--- config.mk ---
export PLATFORM = sky130hd
export DESIGN_NAME = mem_port_arbiter_flat
export DESIGN_NICKNAME = d
export VERILOG_FILES = /design/src/rtl/mem_port_arbiter_if.sv /design/src/rtl/mem_port_arbiter.sv /design/src/flat_wrapper.sv
export SDC_FILE = /design/constraint.sdc
export NUM_CORES = 1
export LEC_CHECK = 0
export CAP_MARGIN = 40
export CORE_AREA = 2 2 289 291
export DETAILED_ROUTE_END_ITERATION = 8
export DIE_AREA = 0 0 291 293
export GPL_TIMING_DRIVEN = 0
export PLACE_DENSITY_LB_ADDON = 0.12
export SETUP_SLACK_MARGIN = 0.15
export SLEW_MARGIN = 20
export SYNTH_ARGS = -nofsm -noshare
export SYNTH_HDL_FRONTEND = slang
export SYNTH_SLANG_ARGS = --single-unit
--- constraint.sdc ---
create_clock -name CLK -period 4.2 [get_ports CLK]
set_clock_uncertainty 0.1 [all_clocks]
set_input_delay 0.42 -clock CLK [delete_from_list [all_inputs] [get_ports CLK]]
set_output_delay 0.42 -clock CLK [all_outputs]
set_load 0.01 [all_outputs]
--- src/rtl/mem_port_arbiter_if.sv ---
// Bundle of the I-cache, D-cache and main-memory signals around mem_port_arbiter.
// The arbiter uses the slave modport; the caches and memory side use master.
interface mem_port_arbiter_if #(
   parameter int ADDR_WIDTH  = 28,
   parameter int BLOCK_WIDTH = 128
);
   logic                   I_READ;
   logic [ADDR_WIDTH-1:0]  I_ADDRESS;
   logic [BLOCK_WIDTH-1:0] I_READDATA;
   logic                   I_BUSYWAIT;

   logic                   D_READ;
   logic                   D_WRITE;
   logic [ADDR_WIDTH-1:0]  D_ADDRESS;
   logic [BLOCK_WIDTH-1:0] D_WRITEDATA;
   logic [BLOCK_WIDTH-1:0] D_READDATA;
   logic                   D_BUSYWAIT;

   logic                   MEM_READ;
   logic                   MEM_WRITE;
   logic [ADDR_WIDTH-1:0]  MEM_ADDRESS;
   logic [BLOCK_WIDTH-1:0] MEM_WRITEDATA;
   logic [BLOCK_WIDTH-1:0] MEM_READDATA;
   logic                   MEM_BUSYWAIT;

   // Handshake: a requester raises READ/WRITE with address (and data) and holds
   // them until its BUSYWAIT is low; that cycle is the completion cycle and the
   // read data is valid in it. The request drops at the end of that cycle.
   modport slave (
      input  I_READ, I_ADDRESS,
      output I_READDATA, I_BUSYWAIT,
      input  D_READ, D_WRITE, D_ADDRESS, D_WRITEDATA,
      output D_READDATA, D_BUSYWAIT,
      output MEM_READ, MEM_WRITE, MEM_ADDRESS, MEM_WRITEDATA,
      input  MEM_READDATA, MEM_BUSYWAIT
   );

   modport master (
      output I_READ, I_ADDRESS,
      input  I_READDATA, I_BUSYWAIT,
      output D_READ, D_WRITE, D_ADDRESS, D_WRITEDATA,
      input  D_READDATA, D_BUSYWAIT,
      input  MEM_READ, MEM_WRITE, MEM_ADDRESS, MEM_WRITEDATA,
      output MEM_READDATA, MEM_BUSYWAIT
   );
endinterface

--- src/rtl/mem_port_arbiter.sv ---
// Shares the main-memory port between I-cache and D-cache misses, one at a time.
// Define ARB_ROUND_ROBIN_EN for round-robin on collisions; default is D over I.
module mem_port_arbiter #(
   parameter int ADDR_WIDTH  = 28,
   parameter int BLOCK_WIDTH = 128
) (
   input  logic              CLK,
   input  logic              RESET,
   mem_port_arbiter_if.slave bus,
   output logic [1:0]        dbg_state_o,
   output logic              dbg_started_o
);
   typedef enum logic [1:0] {
      IDLE    = 2'd0,
      SERVE_I = 2'd1,
      SERVE_D = 2'd2
   } state_e;

   state_e                 state_q, state_d;
   logic                   started_q, started_d;
   logic                   mem_read_q, mem_read_d;
   logic                   mem_write_q, mem_write_d;
   logic [ADDR_WIDTH-1:0]  mem_addr_q, mem_addr_d;
   logic [BLOCK_WIDTH-1:0] mem_wdata_q, mem_wdata_d;

   logic d_req;
   logic serving;
   logic done;
   logic d_wins;

   assign d_req   = bus.D_READ | bus.D_WRITE;
   assign serving = (state_q == SERVE_I) || (state_q == SERVE_D);
   // started guards against a stale low MEM_BUSYWAIT before memory reacts
   assign done    = serving && started_q && !bus.MEM_BUSYWAIT;

`ifdef ARB_ROUND_ROBIN_EN
   logic last_grant_q, last_grant_d;  // 0 = I last granted, 1 = D

   assign d_wins = d_req && (!bus.I_READ || !last_grant_q);
`else
   assign d_wins = d_req;
`endif

   always_comb begin
      state_d     = state_q;
      started_d   = started_q;
      mem_read_d  = mem_read_q;
      mem_write_d = mem_write_q;
      mem_addr_d  = mem_addr_q;
      mem_wdata_d = mem_wdata_q;
`ifdef ARB_ROUND_ROBIN_EN
      last_grant_d = last_grant_q;
`endif
      case (state_q)
         IDLE: begin
            if (d_wins) begin
               state_d     = SERVE_D;
               started_d   = 1'b0;
               mem_read_d  = bus.D_READ;
               mem_write_d = bus.D_WRITE;
               mem_addr_d  = bus.D_ADDRESS;
               if (bus.D_WRITE) begin
                  mem_wdata_d = bus.D_WRITEDATA;
               end
`ifdef ARB_ROUND_ROBIN_EN
               last_grant_d = 1'b1;
`endif
            end else if (bus.I_READ) begin
               state_d     = SERVE_I;
               started_d   = 1'b0;
               mem_read_d  = 1'b1;
               mem_write_d = 1'b0;
               mem_addr_d  = bus.I_ADDRESS;
`ifdef ARB_ROUND_ROBIN_EN
               last_grant_d = 1'b0;
`endif
            end
         end
         SERVE_I, SERVE_D: begin
            if (bus.MEM_BUSYWAIT) begin
               started_d = 1'b1;
            end
            if (done) begin
               state_d     = IDLE;
               mem_read_d  = 1'b0;
               mem_write_d = 1'b0;
            end
         end
         default: begin
            state_d     = IDLE;
            mem_read_d  = 1'b0;
            mem_write_d = 1'b0;
         end
      endcase
   end

   always_ff @(posedge CLK) begin
      if (RESET) begin
         state_q     <= IDLE;
         started_q   <= 1'b0;
         mem_read_q  <= 1'b0;
         mem_write_q <= 1'b0;
         mem_addr_q  <= '0;
         mem_wdata_q <= '0;
      end else begin
         state_q     <= state_d;
         started_q   <= started_d;
         mem_read_q  <= mem_read_d;
         mem_write_q <= mem_write_d;
         mem_addr_q  <= mem_addr_d;
         mem_wdata_q <= mem_wdata_d;
      end
   end

`ifdef ARB_ROUND_ROBIN_EN
   always_ff @(posedge CLK) begin
      if (RESET) begin
         last_grant_q <= 1'b0;
      end else begin
         last_grant_q <= last_grant_d;
      end
   end
`endif

   // Stalls follow the requests while RESET is high so the pipeline stays frozen
   assign bus.I_BUSYWAIT = bus.I_READ & ~(~RESET & (state_q == SERVE_I) & done);
   assign bus.D_BUSYWAIT = d_req & ~(~RESET & (state_q == SERVE_D) & done);

   assign bus.I_READDATA    = bus.MEM_READDATA;
   assign bus.D_READDATA    = bus.MEM_READDATA;
   assign bus.MEM_READ      = mem_read_q;
   assign bus.MEM_WRITE     = mem_write_q;
   assign bus.MEM_ADDRESS   = mem_addr_q;
   assign bus.MEM_WRITEDATA = mem_wdata_q;

   assign dbg_state_o   = state_q;
   assign dbg_started_o = started_q;
endmodule

--- src/flat_wrapper.sv ---
// flat-port wrapper written by rule: the top's interface ports become plain ports
module mem_port_arbiter_flat 
#(
   parameter int ADDR_WIDTH  = 28,
   parameter int BLOCK_WIDTH = 128
)
  (CLK, RESET, dbg_state_o, dbg_started_o, bus_I_READ, bus_I_ADDRESS, bus_I_READDATA, bus_I_BUSYWAIT, bus_D_READ, bus_D_WRITE, bus_D_ADDRESS, bus_D_WRITEDATA, bus_D_READDATA, bus_D_BUSYWAIT, bus_MEM_READ, bus_MEM_WRITE, bus_MEM_ADDRESS, bus_MEM_WRITEDATA, bus_MEM_READDATA, bus_MEM_BUSYWAIT);
  mem_port_arbiter_if #(.ADDR_WIDTH(ADDR_WIDTH), .BLOCK_WIDTH(BLOCK_WIDTH)) bus_i ();
  input  logic CLK;
  input  logic RESET;
  output logic [1:0] dbg_state_o;
  output logic dbg_started_o;
  input wire logic [$bits(bus_i.I_READ)-1:0] bus_I_READ;
  input wire logic [$bits(bus_i.I_ADDRESS)-1:0] bus_I_ADDRESS;
  output wire logic [$bits(bus_i.I_READDATA)-1:0] bus_I_READDATA;
  output wire logic [$bits(bus_i.I_BUSYWAIT)-1:0] bus_I_BUSYWAIT;
  input wire logic [$bits(bus_i.D_READ)-1:0] bus_D_READ;
  input wire logic [$bits(bus_i.D_WRITE)-1:0] bus_D_WRITE;
  input wire logic [$bits(bus_i.D_ADDRESS)-1:0] bus_D_ADDRESS;
  input wire logic [$bits(bus_i.D_WRITEDATA)-1:0] bus_D_WRITEDATA;
  output wire logic [$bits(bus_i.D_READDATA)-1:0] bus_D_READDATA;
  output wire logic [$bits(bus_i.D_BUSYWAIT)-1:0] bus_D_BUSYWAIT;
  output wire logic [$bits(bus_i.MEM_READ)-1:0] bus_MEM_READ;
  output wire logic [$bits(bus_i.MEM_WRITE)-1:0] bus_MEM_WRITE;
  output wire logic [$bits(bus_i.MEM_ADDRESS)-1:0] bus_MEM_ADDRESS;
  output wire logic [$bits(bus_i.MEM_WRITEDATA)-1:0] bus_MEM_WRITEDATA;
  input wire logic [$bits(bus_i.MEM_READDATA)-1:0] bus_MEM_READDATA;
  input wire logic [$bits(bus_i.MEM_BUSYWAIT)-1:0] bus_MEM_BUSYWAIT;
  assign bus_i.I_READ = bus_I_READ;
  assign bus_i.I_ADDRESS = bus_I_ADDRESS;
  assign bus_I_READDATA = bus_i.I_READDATA;
  assign bus_I_BUSYWAIT = bus_i.I_BUSYWAIT;
  assign bus_i.D_READ = bus_D_READ;
  assign bus_i.D_WRITE = bus_D_WRITE;
  assign bus_i.D_ADDRESS = bus_D_ADDRESS;
  assign bus_i.D_WRITEDATA = bus_D_WRITEDATA;
  assign bus_D_READDATA = bus_i.D_READDATA;
  assign bus_D_BUSYWAIT = bus_i.D_BUSYWAIT;
  assign bus_MEM_READ = bus_i.MEM_READ;
  assign bus_MEM_WRITE = bus_i.MEM_WRITE;
  assign bus_MEM_ADDRESS = bus_i.MEM_ADDRESS;
  assign bus_MEM_WRITEDATA = bus_i.MEM_WRITEDATA;
  assign bus_i.MEM_READDATA = bus_MEM_READDATA;
  assign bus_i.MEM_BUSYWAIT = bus_MEM_BUSYWAIT;
  mem_port_arbiter #(.ADDR_WIDTH(ADDR_WIDTH), .BLOCK_WIDTH(BLOCK_WIDTH)) u_core (.CLK(CLK), .RESET(RESET), .bus(bus_i), .dbg_state_o(dbg_state_o), .dbg_started_o(dbg_started_o));
endmodule
Word level (Yosys, flattened, before mapping)
Index checks and enable logic that the tools add are counted.
{ "totals": {"register_bits": 161, "latchBits": 0, "ramBits": 0, "mem_bits_ro": 0, "input_bits": 318, "output_inout_bits": 419, "elab_cells": 49, "mem_count": 0} }
{ "classes": {"n_addsub": 0, "n_mul": 0, "n_div": 0, "magnitude_cmp": 0, "n_eq_ne": 5, "shifts": 0, "mux": 16, "bitwise": 10, "n_reduce_logical": 12} }
{ "op_table": {"columns": ["cell", "n"], "rows": [
  ["$mux W28", 2],
  ["$mux W1", 7],
  ["$and A1 B1 Y1", 6],
  ["$mux W2", 3],
  ["$pmux W1 S2", 3],
  ["$reduce_and A3 Y1", 2],
  ["$pmux W2 S2", 1],
  ["$reduce_and A2 Y1", 2],
  ["$reduce_bool A2 Y1", 2],
  ["$ne A3 B2 Y1 const B", 1],
  ["$not A1 Y1", 3],
  ["$eq A2 B1 Y1 const B", 1],
  ["$eq A2 B2 Y1 const B", 1],
  ["$logic_and A1 B1 Y1", 2],
  ["$logic_not A2 Y1", 1],
  ["$ne A2 B1 Y1 const B", 1],
  ["$ne A2 B2 Y1 const B", 1],
  ["$reduce_or A2 Y1", 1],
  ["$logic_not A1 Y1", 1],
  ["$logic_or A1 B1 Y1", 1],
  ["$or A1 B1 Y1", 1]
]} }

Longest topological paths before layout
Gate-level depths: netlist of run 1.
{ "depth": {"word_depth": 7, "depth_mapped": 7, "depth_no_buf": 5} }

Worst setup path after synthesis of run 1
Ideal clock, no wire load.
{ "synth_path": {"kind": "flip-flop to output port", "from": "reg u_core.state_q[0] (netlist: u_core.dbg_state_o[0])", "to": "out bus_I_BUSYWAIT", "arrival_ps": 1303, "t_required_ps": 3680, "slack_ps": 2377, "stages_incl_launch_ff": 6, "path_buffers": 0, "path_cell_list": "dfxtp_1 > inv_1 > ha_1 > inv_1 > nor3_1 > a21boi_0"} }
{ "synth_via": {"elab_chain_len": 7, "word_cells_on_any_way": 9, "cone_classes": "2 x eq/ne; 4 x bitwise; 3 x reduce/logical"} }
{ "synth_rtl": {"columns": ["item", "line", "source"], "rows": [
  ["start: declaration", "mem_port_arbiter.sv:19", "state_e state_q, state_d;"],
  ["start signal: assignment", "mem_port_arbiter.sv:106", "state_q <= state_d;"],
  ["$eq A2 B1 Y1 or $eq A2 B2 Y1 (tied branches)", "mem_port_arbiter.sv:32", "assign serving = (state_q == SERVE_I) || (state_q == SERVE_D);"],
  ["$logic_or A1 B1 Y1 (*)", "mem_port_arbiter.sv:32", null],
  ["named net u_core.serving", "mem_port_arbiter.sv:27", "logic serving;"],
  ["$logic_and A1 B1 Y1 (*) (2 in a row)", "mem_port_arbiter.sv:34", "assign done = serving && started_q && !bus.MEM_BUSYWAIT;"],
  ["$and A1 B1 Y1 (*)", "mem_port_arbiter.sv:126", "assign bus.I_BUSYWAIT = bus.I_READ & ~(~RESET & (state_q == SERVE_I) & done);"],
  ["$not A1 Y1 (*)", "mem_port_arbiter.sv:126", null],
  ["$and A1 B1 Y1 (*)", "mem_port_arbiter.sv:126", null],
  ["end: declaration", "flat_wrapper.sv:16", "output wire logic [$bits(bus_i.I_BUSYWAIT)-1:0] bus_I_BUSYWAIT;"]
]} }
Mark *: on every way through the listed nets, which the timed path passes. The rest lies on a longest branch.

Worst setup path after layout of run 1
Ends and elaborated chain as after synthesis.

==> reports/metrics.csv, run 1 <==
metric;value;unit
initial_utilization;9.77;%
worst-path-buf-inv;3;
cts_root_buf;clkbuf_16;
cts_tree;done;
cts_setup_buffers;0;
die_area;0.0853;mm2
worst-path-max-fanout;5;
p_switching;2.31;mW
vias_per_cell;3.18;
synthCells;1009;
insertion_delay;0.48;ns
min_period_over_period;71.9;%
critPathCaptureType;primary output;
worstPathCellList;inv_1 -> ha_1 -> inv_1 -> nor3_1 -> a21boi_0 -> clkdlybuf4s50_1;
status;finished, final reports clean;
dp_hpwl;35.3;mm
drtIter0Drc;266;
post_drt_wl_per_cell;15.8;um
crit_path_frequent_cell;inv_1;
gp_congestion;0.711;
power_frac_comb;42.1;%
ys_ff_latch;161;
max_freq;331;MHz
cp.arrival;2.50;ns
worst_slew_pin_slew;0.792;ns
port_buffers;607;
leakagePower;6.14;nW
drv_slew;0;
swShare;35.7;%
syn-cell-area;0.00800;mm2
synth_seq_area_share;40.3;%
cp_top_family;buffers and inverters;
clk_pin_slew;0.08;ns
power.density;402;mW/mm2
final_nets;1959;
pwr-share-seq;31.3;%
yosys.cell_types.count;28;
htreeDepth;4;
first_pass_iters;4;
grt_use_met1;10.6;%
crit_type;register to primary output;
layout_min_cycle_time;3.02;ns
ctsResizeCount;0;
core;0.0818;mm2
route.detailed.drc;0;
fillCellCount;9157;
syn_nets;1330;
holdWs;0.353;ns
critPathMaxStageDelay;0.64;ns
cp.required;3.68;ns
synth_warnings;0;
crit_path_start_kind;register;
timing.slew.headroom;47.2;%
cts.sinks;161;
drive_gt1_share;21.4;%
rsz0062_at_grt;no;
grt_use_met2;17.4;%
cts_made_buffers;17;
hold_viol;0;
busiest_layer;met2;
p_int;4.15;mW
die_h;293;um
min_path_type;register to register;
grt_pass1_wl;60.8;mm
ir_worst_vdd;0.000301;V
ant_nets;0;
grtUsageMet3;4.10;%
cap_violations;0;
cp_slowest_cell;clkdlybuf4s50_1;
cts_buffer_depth;2;
io_pins;737;
overflow;0;
clock_power_share;26.6;%
hold_buffers;0;
grt_start_max_net_pins;17;
drt_wl_total;43.0;mm
finalSetupViolCount;0;
num_rows;105;
num_vias;8668;
avgSynthCellArea;7.93;um2
grt_pass1_vias;8810;
grt_util_all_layers;9.80;%
area_delta_synth_final;101;%
finalSetupTns;0;ns
antenna_found_initial;1;
die_w;291;um
==> sequential cells by signal, indices dropped and copies added, names as in the netlist <==
name                      count
u_core.dbg_started_o          1
u_core.dbg_state_o            2
u_core.bus.MEM_WRITE          1
u_core.bus.MEM_WRITEDATA    128
u_core.bus.MEM_ADDRESS       28
u_core.bus.MEM_READ           1
==> worst reg2reg max path, stage by stage, from the launching register on <==
cell	delay, ns
dfxtp_1	0.38
inv_1	0.10
ha_1	0.27
nand2_1	0.18
clkbuf_2	0.48
buf_2	0.44
nand2_1	0.11
a21oi_1	0.14
==> synth_stat cells (all sizes together) <==
| cell type | count | share of area (%) |
|---|---|---|
| a21oi | 132 | 8.3 |
| clkbuf | 22 | 1.0 |
| nand2 | 285 | 13 |
| or4b | 1 | 0.13 |
| or2 | 1 | 0.078 |
| nor3 | 1 | 0.063 |
| inv | 4 | 0.19 |
| a22oi | 1 | 0.094 |
| o21ai | 30 | 1.9 |
| nand2b | 4 | 0.31 |
| o31a | 1 | 0.11 |
| nor2 | 30 | 1.4 |
| and2 | 1 | 0.078 |
| a21boi | 2 | 0.19 |
| a211oi | 2 | 0.25 |
| a311oi | 28 | 4.6 |
| o32ai | 3 | 0.33 |
| ha | 3 | 0.47 |
| nor2b | 2 | 0.16 |
| buf | 295 | 27 |
| dfxtp | 161 | 40 |
==> metrics by stage <==
stage                     power [mW]  worst slack, ns  utilization [%]  instances  instance area, um2
final                           6.45             1.18             19.6       2723               16100
after global routing            6.89            0.956             19.6       2721               16100
after CTS                       6.66             1.03             19.6       2721               16100
after global placement          4.85            0.967             18.8       2686               15400
after detailed placement        4.85             1.22             18.9       2689               15500
after floorplan                 3.26             2.38                -       1009                8000
==> layout by cell type (no fill, tap or decap), types with 3 or more instances in the layout <==
master and n:
nor2_1 29, clkbuf_1 20, a311oi_1 8, inv_6 7
nand2_1 285, a21oi_1 132, dfxtp_1 161, buf_2 32
nand2b_1 4, buf_6 3, o32ai_1 3, a311oi_2 20
buf_4 260, clkdlybuf4s50_1 607, ha_1 3, inv_1 4
o21ai_0 29, clkbuf_16 17
==> power groups by stage <==
stage          registers, mW  clock network [mW]  logic, mW
3_5_place_dp            2.06                   0       2.80
3_3_place_gp            2.05                   0       2.81
5_1_grt                 2.06                1.87       2.96
6_report                2.02                1.72       2.72
2_1_floorplan           2.18                   0       1.08
4_1_cts                 2.03                1.83       2.81
==> path summary, 6_finish.rpt <==
kind	cells after the start	end	startpoint	slack, ns
max	6	bus_I_BUSYWAIT	u_core.dbg_state_o[0]	1.18
min	2	u_core.bus.MEM_WRITEDATA[11]	u_core.bus.MEM_WRITEDATA[11]	0.35
max reg2reg	7	u_core.bus.MEM_WRITEDATA[45]	u_core.dbg_state_o[0]	1.93
min reg2reg	2	u_core.bus.MEM_WRITEDATA[11]	u_core.bus.MEM_WRITEDATA[11]	0.35
==> cells by family (layout without fill, tap and decap cells) <==
logic type	count (synthesis)	after routing	synth area share, %
compound gates	199	199	15.7
fa+ha+maj	3	3	0.469
buf+inv	321	963	27.9
flops	161	161	40.3
other cells	0	2	0
simple gates	325	325	15.6
==> cell type report <==
type | count | area, um2 | area share [%]
Timing Repair Buffer | 610 | 6110 | 38.1
Sequential cell | 161 | 3220 | 20.1
Antenna cell | 2 | 5.00 | 0.0312
Buffer | 317 | 2220 | 13.8
Tap cell | 1070 | 1340 | 8.33
Clock buffer | 18 | 439 | 2.73
Inverter | 4 | 15.0 | 0.0935
Multi-Input combinational cell | 527 | 2550 | 15.9
Clock inverter | 14 | 166 | 1.04
==> layer usage <==
layer  vias to the layer above  share of wire, %
li1                       4277                 -
met1                      3983                39
met2                       373                51
met3                        33               8.4
met4                         2               1.4
met5                         -             0.030
No activity file was read; power rests on OpenSTA's default activity.
==> run 2: changes to the inputs <==
Settings changed: CORE_AREA 2 2 289 291 to 2 2 283 285, DIE_AREA 0 0 291 293 to 0 0 285 287.
Clock period 4.2 ns to 2.7 ns, I/O delays scaled along.
==> reports/metrics.csv, run 2 (same netlist as run 1, synthesis figures left out) <==
metric;value;unit;change
swShare;35.8;%;was 35.7%
leakagePower;6.12;nW;was 6.14 nW
cts_setup_buffers;0;;unchanged
multiInputGateArea;0.00255;mm2;about the same
rsz0062_at_grt;no;;unchanged
htreeDepth;4;;unchanged
max_freq;422;MHz;
die_h;287;um;was 293 um
cts_made_buffers;17;;unchanged
grt_util_all_layers;9.98;%;was 9.80%
min_to;u_core.bus.MEM_WRITEDATA[34];;was u_core.bus.MEM_WRITEDATA[11]
min_path_type;primary input to register;;was register to register
hold_viol;0;;unchanged
die_area;0.0818;mm2;was 0.0853 mm2
critPathCaptureType;primary output;;unchanged
mostFrequentLayoutCells;605 x clkdlybuf4s50_1, 285 x nand2_1, 260 x buf_4;;was 607 x clkdlybuf4s50_1, 285 x nand2_1, 260 x buf_4
io_pins;737;;unchanged
die_w;285;um;was 291 um
fillCellCount;8798;;was 9157
power_frac_comb;42.5;%;was 42.1%
r2r_slack;0.42;ns;was 1.93 ns
mostFrequentLayoutCell;clkdlybuf4s50_1;;unchanged
cp.required;2.33;ns;was 3.68 ns
r2r_start;u_core.dbg_state_o[1];;was u_core.dbg_state_o[0]
crit_type;register to primary output;;unchanged
postLayoutCoreUtil;20.4;%;was 19.6%
cap_violations;0;;unchanged
regArea;0.00322;mm2;about the same
vias_per_cell;3.17;;was 3.18
holdPathStages;3;;was 2
num_rows;103;;was 105
drv_slew;0;;unchanged
insertion_delay;0.48;ns;about the same
gp_congestion;0.737;;was 0.711
cts_buffer_depth;2;;unchanged
grt_start_max_net_pins;20;;was 17
hold_buffers;0;;unchanged
min_from;bus_D_WRITEDATA[34];;was u_core.bus.MEM_WRITEDATA[11]
largest_register_ffs;128;;unchanged
p_int;6.37;mW;was 4.15 mW
antenna_found_initial;4;;was 1
cts_root_buf;clkbuf_16;;unchanged
pwr-share-seq;31.6;%;was 31.3%
placed_area;0.0154;mm2;was 0.0155 mm2
status;finished, final reports clean;;unchanged
cts_tree;done;;unchanged
min_period_over_period;87.8;%;
holdWs;0.239;ns;was 0.353 ns
layout_min_cycle_time;2.37;ns;
grt_pass1_vias;9020;;was 8810
power.density;620;mW/mm2;was 402 mW/mm2
clock_power_share;25.9;%;was 26.6%
drive_gt1_share;21.6;%;was 21.4%
timing.slew.headroom;47.6;%;was 47.2%
dp_hpwl;34.7;mm;was 35.3 mm
final_nets;1958;;was 1959
p_switching;3.55;mW;was 2.31 mW
fin_area;0.0160;mm2;was 0.0161 mm2
grt_pass1_wl;60.0;mm;was 60.8 mm
first_pass_iters;6;;was 4
num_vias;8565;;was 8668
core;0.0786;mm2;was 0.0818 mm2
area_delta_synth_final;100;%;was 101%
overflow;0;;unchanged
cp.arrival;2.00;ns;was 2.50 ns
drt_wl_total;42.4;mm;was 43.0 mm
finalSetupViolCount;0;;unchanged
r2r-end;u_core.bus.MEM_WRITEDATA[83];;was u_core.bus.MEM_WRITEDATA[45]
route.detailed.drc;0;;unchanged
clk_pin_slew;0.08;ns;about the same
ir_worst_vdd;0.000443;V;was 0.000301 V
cts.sinks;161;;unchanged
ant_nets;0;;unchanged
port_buffers;607;;unchanged
post_drt_wl_per_cell;15.7;um;was 15.8 um
initial_utilization;10.2;%;was 9.77%
drtIter0Drc;226;;was 266
r2r_cells;7;;unchanged
worst-path-max-fanout;5;;unchanged
worst_slew_pin_slew;0.785;ns;was 0.792 ns
crit_path_start_kind;register;;unchanged
## run 2: cell count changes in the layout (fill, tap and decap cells not counted), sizes merged
cell and change:
inv -6, clkinv +4, clkbuf +2, clkdlybuf4s50 -2, clkinvlp +2, buf -1
bufinv -1, clkdlybuf4s15 +1, diode +1
## run 2: worst max path at each step
stage / cells after the start / to / from
after detailed placement: 6 / bus_D_BUSYWAIT / bus_D_WRITE
after CTS: 6 / bus_I_BUSYWAIT / u_core.dbg_state_o[1]
after global routing: 6 / bus_D_BUSYWAIT / u_core.dbg_state_o[1]
after floorplan: 5 / bus_I_BUSYWAIT / u_core.dbg_state_o[0]
final: 6 / bus_D_BUSYWAIT / u_core.dbg_state_o[1]
after global placement: 6 / u_core.bus.MEM_WRITEDATA[73] / bus_D_WRITE
## run 2: timing repair
item / in CTS / in global routing
pin swaps: 0 / 0
endpoints found under the hold margin: 0 / 0
resized for setup: 5 / 4
endpoints found under the setup margin: 12 / 3
## run 2: metrics by stage
step	std cells	power [mW]	TNS [ns]	setup slack, ns
CTS	2698	10.2	0	0.0951
floorplan	1009	5.08	0	1.03
detailed placement	2667	7.56	-0.0511	-0.0511
global placement	2666	7.55	-6.38	-0.119
finish	2703	9.92	0	0.330
global route	2702	10.6	0	0.162
## run 2: final cells by class
cell class	instances	share of cell area [%]
Antenna cell	3	0.0469
Buffer	316	13.8
Clock buffer	19	2.83
Clock inverter	13	0.797
Inverter	4	0.0938
Multi-Input combinational cell	527	15.9
Sequential cell	161	20.1
Tap cell	1050	8.21
Timing Repair Buffer	610	38.1
## run 2: power by group through the flow
stage / clock (mW) / combinational, mW / sequential, mW
after global routing: 2.79 / 4.61 / 3.21
after global placement: 0 / 4.37 / 3.18
after floorplan: 0 / 1.69 / 3.39
after CTS: 2.72 / 4.36 / 3.15
after detailed placement: 0 / 4.36 / 3.20
final: 2.57 / 4.21 / 3.14
## run 2: worst max-delay path, stage by stage (launching register included)
cell and delay, ns:
dfxtp_2 0.37, inv_1 0.09, ha_1 0.32, inv_1 0.16
nor3_2 0.08, a21oi_1 0.22, clkdlybuf4s15_2 0.29
## run 2: routing by layer
layer	wire (um)	vias up	part of all wire [%]	track usage (%)
met2	21800	348	51	17.9
met4	699	0	1.6	3.06
met3	3060	30	7.2	3.66
met1	16900	3915	40	10.9
met5	0	-	0	0
li1	-	4272	-	-
==> run 3: changes to the inputs <==
Settings changed: SLEW_MARGIN 20 to 30.
==> reports/metrics.csv, run 3 (same netlist as run 1, synthesis figures left out) <==
metric;value;unit;change
die_area;0.0818;mm2;unchanged
power.density;632;mW/mm2;was 620 mW/mm2
clk_pin_slew;0.09;ns;was 0.08 ns
worst-path-buf-inv;3;;unchanged
pwr-share-seq;31.0;%;was 31.6%
core;0.0786;mm2;unchanged
grt_pass1_vias;9061;;was 9020
power_frac_comb;41.6;%;was 42.5%
swShare;35.7;%;was 35.8%
die_h;287;um;unchanged
min_from;bus_D_WRITEDATA[93];;was bus_D_WRITEDATA[34]
route.detailed.drc;0;;unchanged
finalSetupViolCount;0;;unchanged
ir_worst_vdd;0.000454;V;was 0.000443 V
first_pass_iters;4;;was 6
status;finished, final reports clean;;unchanged
p_switching;3.62;mW;was 3.55 mW
cts_tree;done;;unchanged
cts.sinks;161;;unchanged
cp_top_family;buffers and inverters;;unchanged
grt_pass1_wl;60.6;mm;was 60.0 mm
postLayoutCoreUtil;20.4;%;about the same
p_int;6.51;mW;was 6.37 mW
io_pins;737;;unchanged
r2r_start;u_core.dbg_state_o[1];;unchanged
setup_ws;0.344;ns;was 0.330 ns
grt_start_max_net_pins;20;;unchanged
min_to;u_core.bus.MEM_WRITEDATA[93];;was u_core.bus.MEM_WRITEDATA[34]
cts_made_buffers;17;;unchanged
vias_per_cell;3.20;;was 3.17
num_rows;103;;unchanged
crit_path_start_kind;register;;unchanged
port_buffers;607;;unchanged
hold_viol;0;;unchanged
drt_wl_total;42.6;mm;was 42.4 mm
area_delta_synth_final;100;%;about the same
largest_register_ffs;128;;unchanged
max_freq;424;MHz;was 422 MHz
mostFrequentLayoutCells;605 x clkdlybuf4s50_1, 285 x nand2_1, 260 x buf_4;;unchanged
cts_root_buf;clkbuf_16;;unchanged
cts_setup_buffers;0;;unchanged
startpoint;u_core.dbg_state_o[0];;was u_core.dbg_state_o[1]
pre_cts_ws;-0.0365;ns;was -0.0511 ns
finalPower;10.1;mW;was 9.92 mW
antenna_found_initial;1;;was 4
holdWs;0.225;ns;was 0.239 ns
cts_buffer_depth;2;;unchanged
hold_buffers;0;;unchanged
initial_utilization;10.2;%;unchanged
worstPathCellList;inv_1 -> ha_1 -> inv_1 -> nor3_2 -> a21oi_1 -> clkdlybuf4s15_2;;unchanged
grt_util_all_layers;10.1;%;was 9.98%
drv_slew;0;;unchanged
critPathCaptureType;primary output;;unchanged
r2r_cells;7;;unchanged
worst-path-max-fanout;5;;unchanged
cp_slowest_cell;dfxtp_1;;was dfxtp_2
leakagePower;6.12;nW;about the same
post_drt_wl_per_cell;15.8;um;was 15.7 um
cp.required;2.33;ns;about the same
holdPathStages;3;;unchanged
crit_type;register to primary output;;unchanged
crit_path_frequent_cell;inv_1;;unchanged
rsz0062_at_grt;no;;unchanged
ant_nets;0;;unchanged
min_period_over_period;87.3;%;was 87.8%
mostFrequentLayoutCell;clkdlybuf4s50_1;;unchanged
dp_hpwl;34.7;mm;about the same
worst_slew_pin_slew;0.789;ns;was 0.785 ns
cp.arrival;1.99;ns;was 2.00 ns
critPathMaxStageDelay;0.37;ns;about the same
drtIter0Drc;168;;was 226
gp_congestion;0.737;;unchanged
htreeDepth;4;;unchanged
overflow;0;;unchanged
r2r-end;u_core.bus.MEM_WRITEDATA[83];;unchanged
r2r_slack;0.50;ns;was 0.42 ns
die_w;285;um;unchanged
insertion_delay;0.48;ns;about the same
drive_gt1_share;21.5;%;was 21.6%
layout_min_cycle_time;2.36;ns;was 2.37 ns
clock_power_share;27.4;%;was 25.9%
min_path_type;primary input to register;;unchanged
cap_violations;0;;unchanged
final_nets;1955;;was 1958
timing.slew.headroom;47.4;%;was 47.6%
num_vias;8627;;was 8565
run 3: cell count changes in the layout (fill, tap and decap cells not counted), sizes merged:
cell | previous run | this run
buf | 297 | 294
inv | 7 | 13
diode | 3 | 2
clkbuf | 42 | 40
bufinv | 1 | 3
clkinvlp | 2 | 1
clkinv | 7 | 2
run 3: worst reg2reg max path, delay by kind of cell (launching register included):
| family | cells | cell delay [ns] |
|---|---|---|
| buffers and inverters | 3 | 0.75 |
| AO/OA/AOI/OAI | 1 | 0.17 |
| AND/OR/NAND/NOR | 2 | 0.46 |
| adder cells (fa/ha/maj) | 1 | 0.29 |
| flip-flops | 1 | 0.35 |
run 3: what timing repair did:
| item | CTS | global route |
|---|---|---|
| endpoints found under the hold margin | 0 | 0 |
| resized for setup | 5 | 4 |
| pin swaps | 0 | 1 |
| setup endpoints to repair | 12 | 2 |
run 3: per-layer routing:
metal  vias to the layer above  global-route usage, %  part of all wire [%]
li1                       4267                      -                     -
met1                      3970                   11.2                    40
met2                       365                   18.0                    51
met3                        25                   3.60                   7.7
met4                         0                   2.81                   1.4
met5                         -                      0                     0
run 3: final cells by class:
class                   count  area (um2)
fillers                  8841       62600
repair buffers            607        6070
flip-flops and latches    161        3220
multi-input cells         527        2550
plain buffers             316        2210
well taps                1050        1310
clock buffers              17         425
clock inverters            15         195
inverters                   4        15.0
diodes                      2        5.00
run 3: worst max path at each step:
stage	cells past startpoint	to	slack [ns]
after global placement	6	u_core.bus.MEM_WRITEDATA[73]	-0.12
after detailed placement	6	bus_D_BUSYWAIT	-0.04
final	6	bus_D_BUSYWAIT	0.34
after global routing	6	bus_D_BUSYWAIT	0.17
after CTS	6	bus_I_BUSYWAIT	0.1
after floorplan	5	bus_I_BUSYWAIT	1.03
run 3: stage by stage:
stage	cells	area, um2	setup TNS [ns]
final	2699	16000	0
after global routing	2698	16000	0
after CTS	2697	16000	0
after detailed placement	2666	15400	-0.0365
after global placement	2666	15400	-6.38
after floorplan	1009	8000	0
run 3: power by group through the flow:
stage / clock network, mW / registers [mW] / logic (mW)
finish: 2.77 / 3.14 / 4.22
global route: 3.02 / 3.21 / 4.61
CTS: 2.94 / 3.15 / 4.37
detailed placement: 0 / 3.20 / 4.36
global placement: 0 / 3.18 / 4.37
floorplan: 0 / 3.39 / 1.69
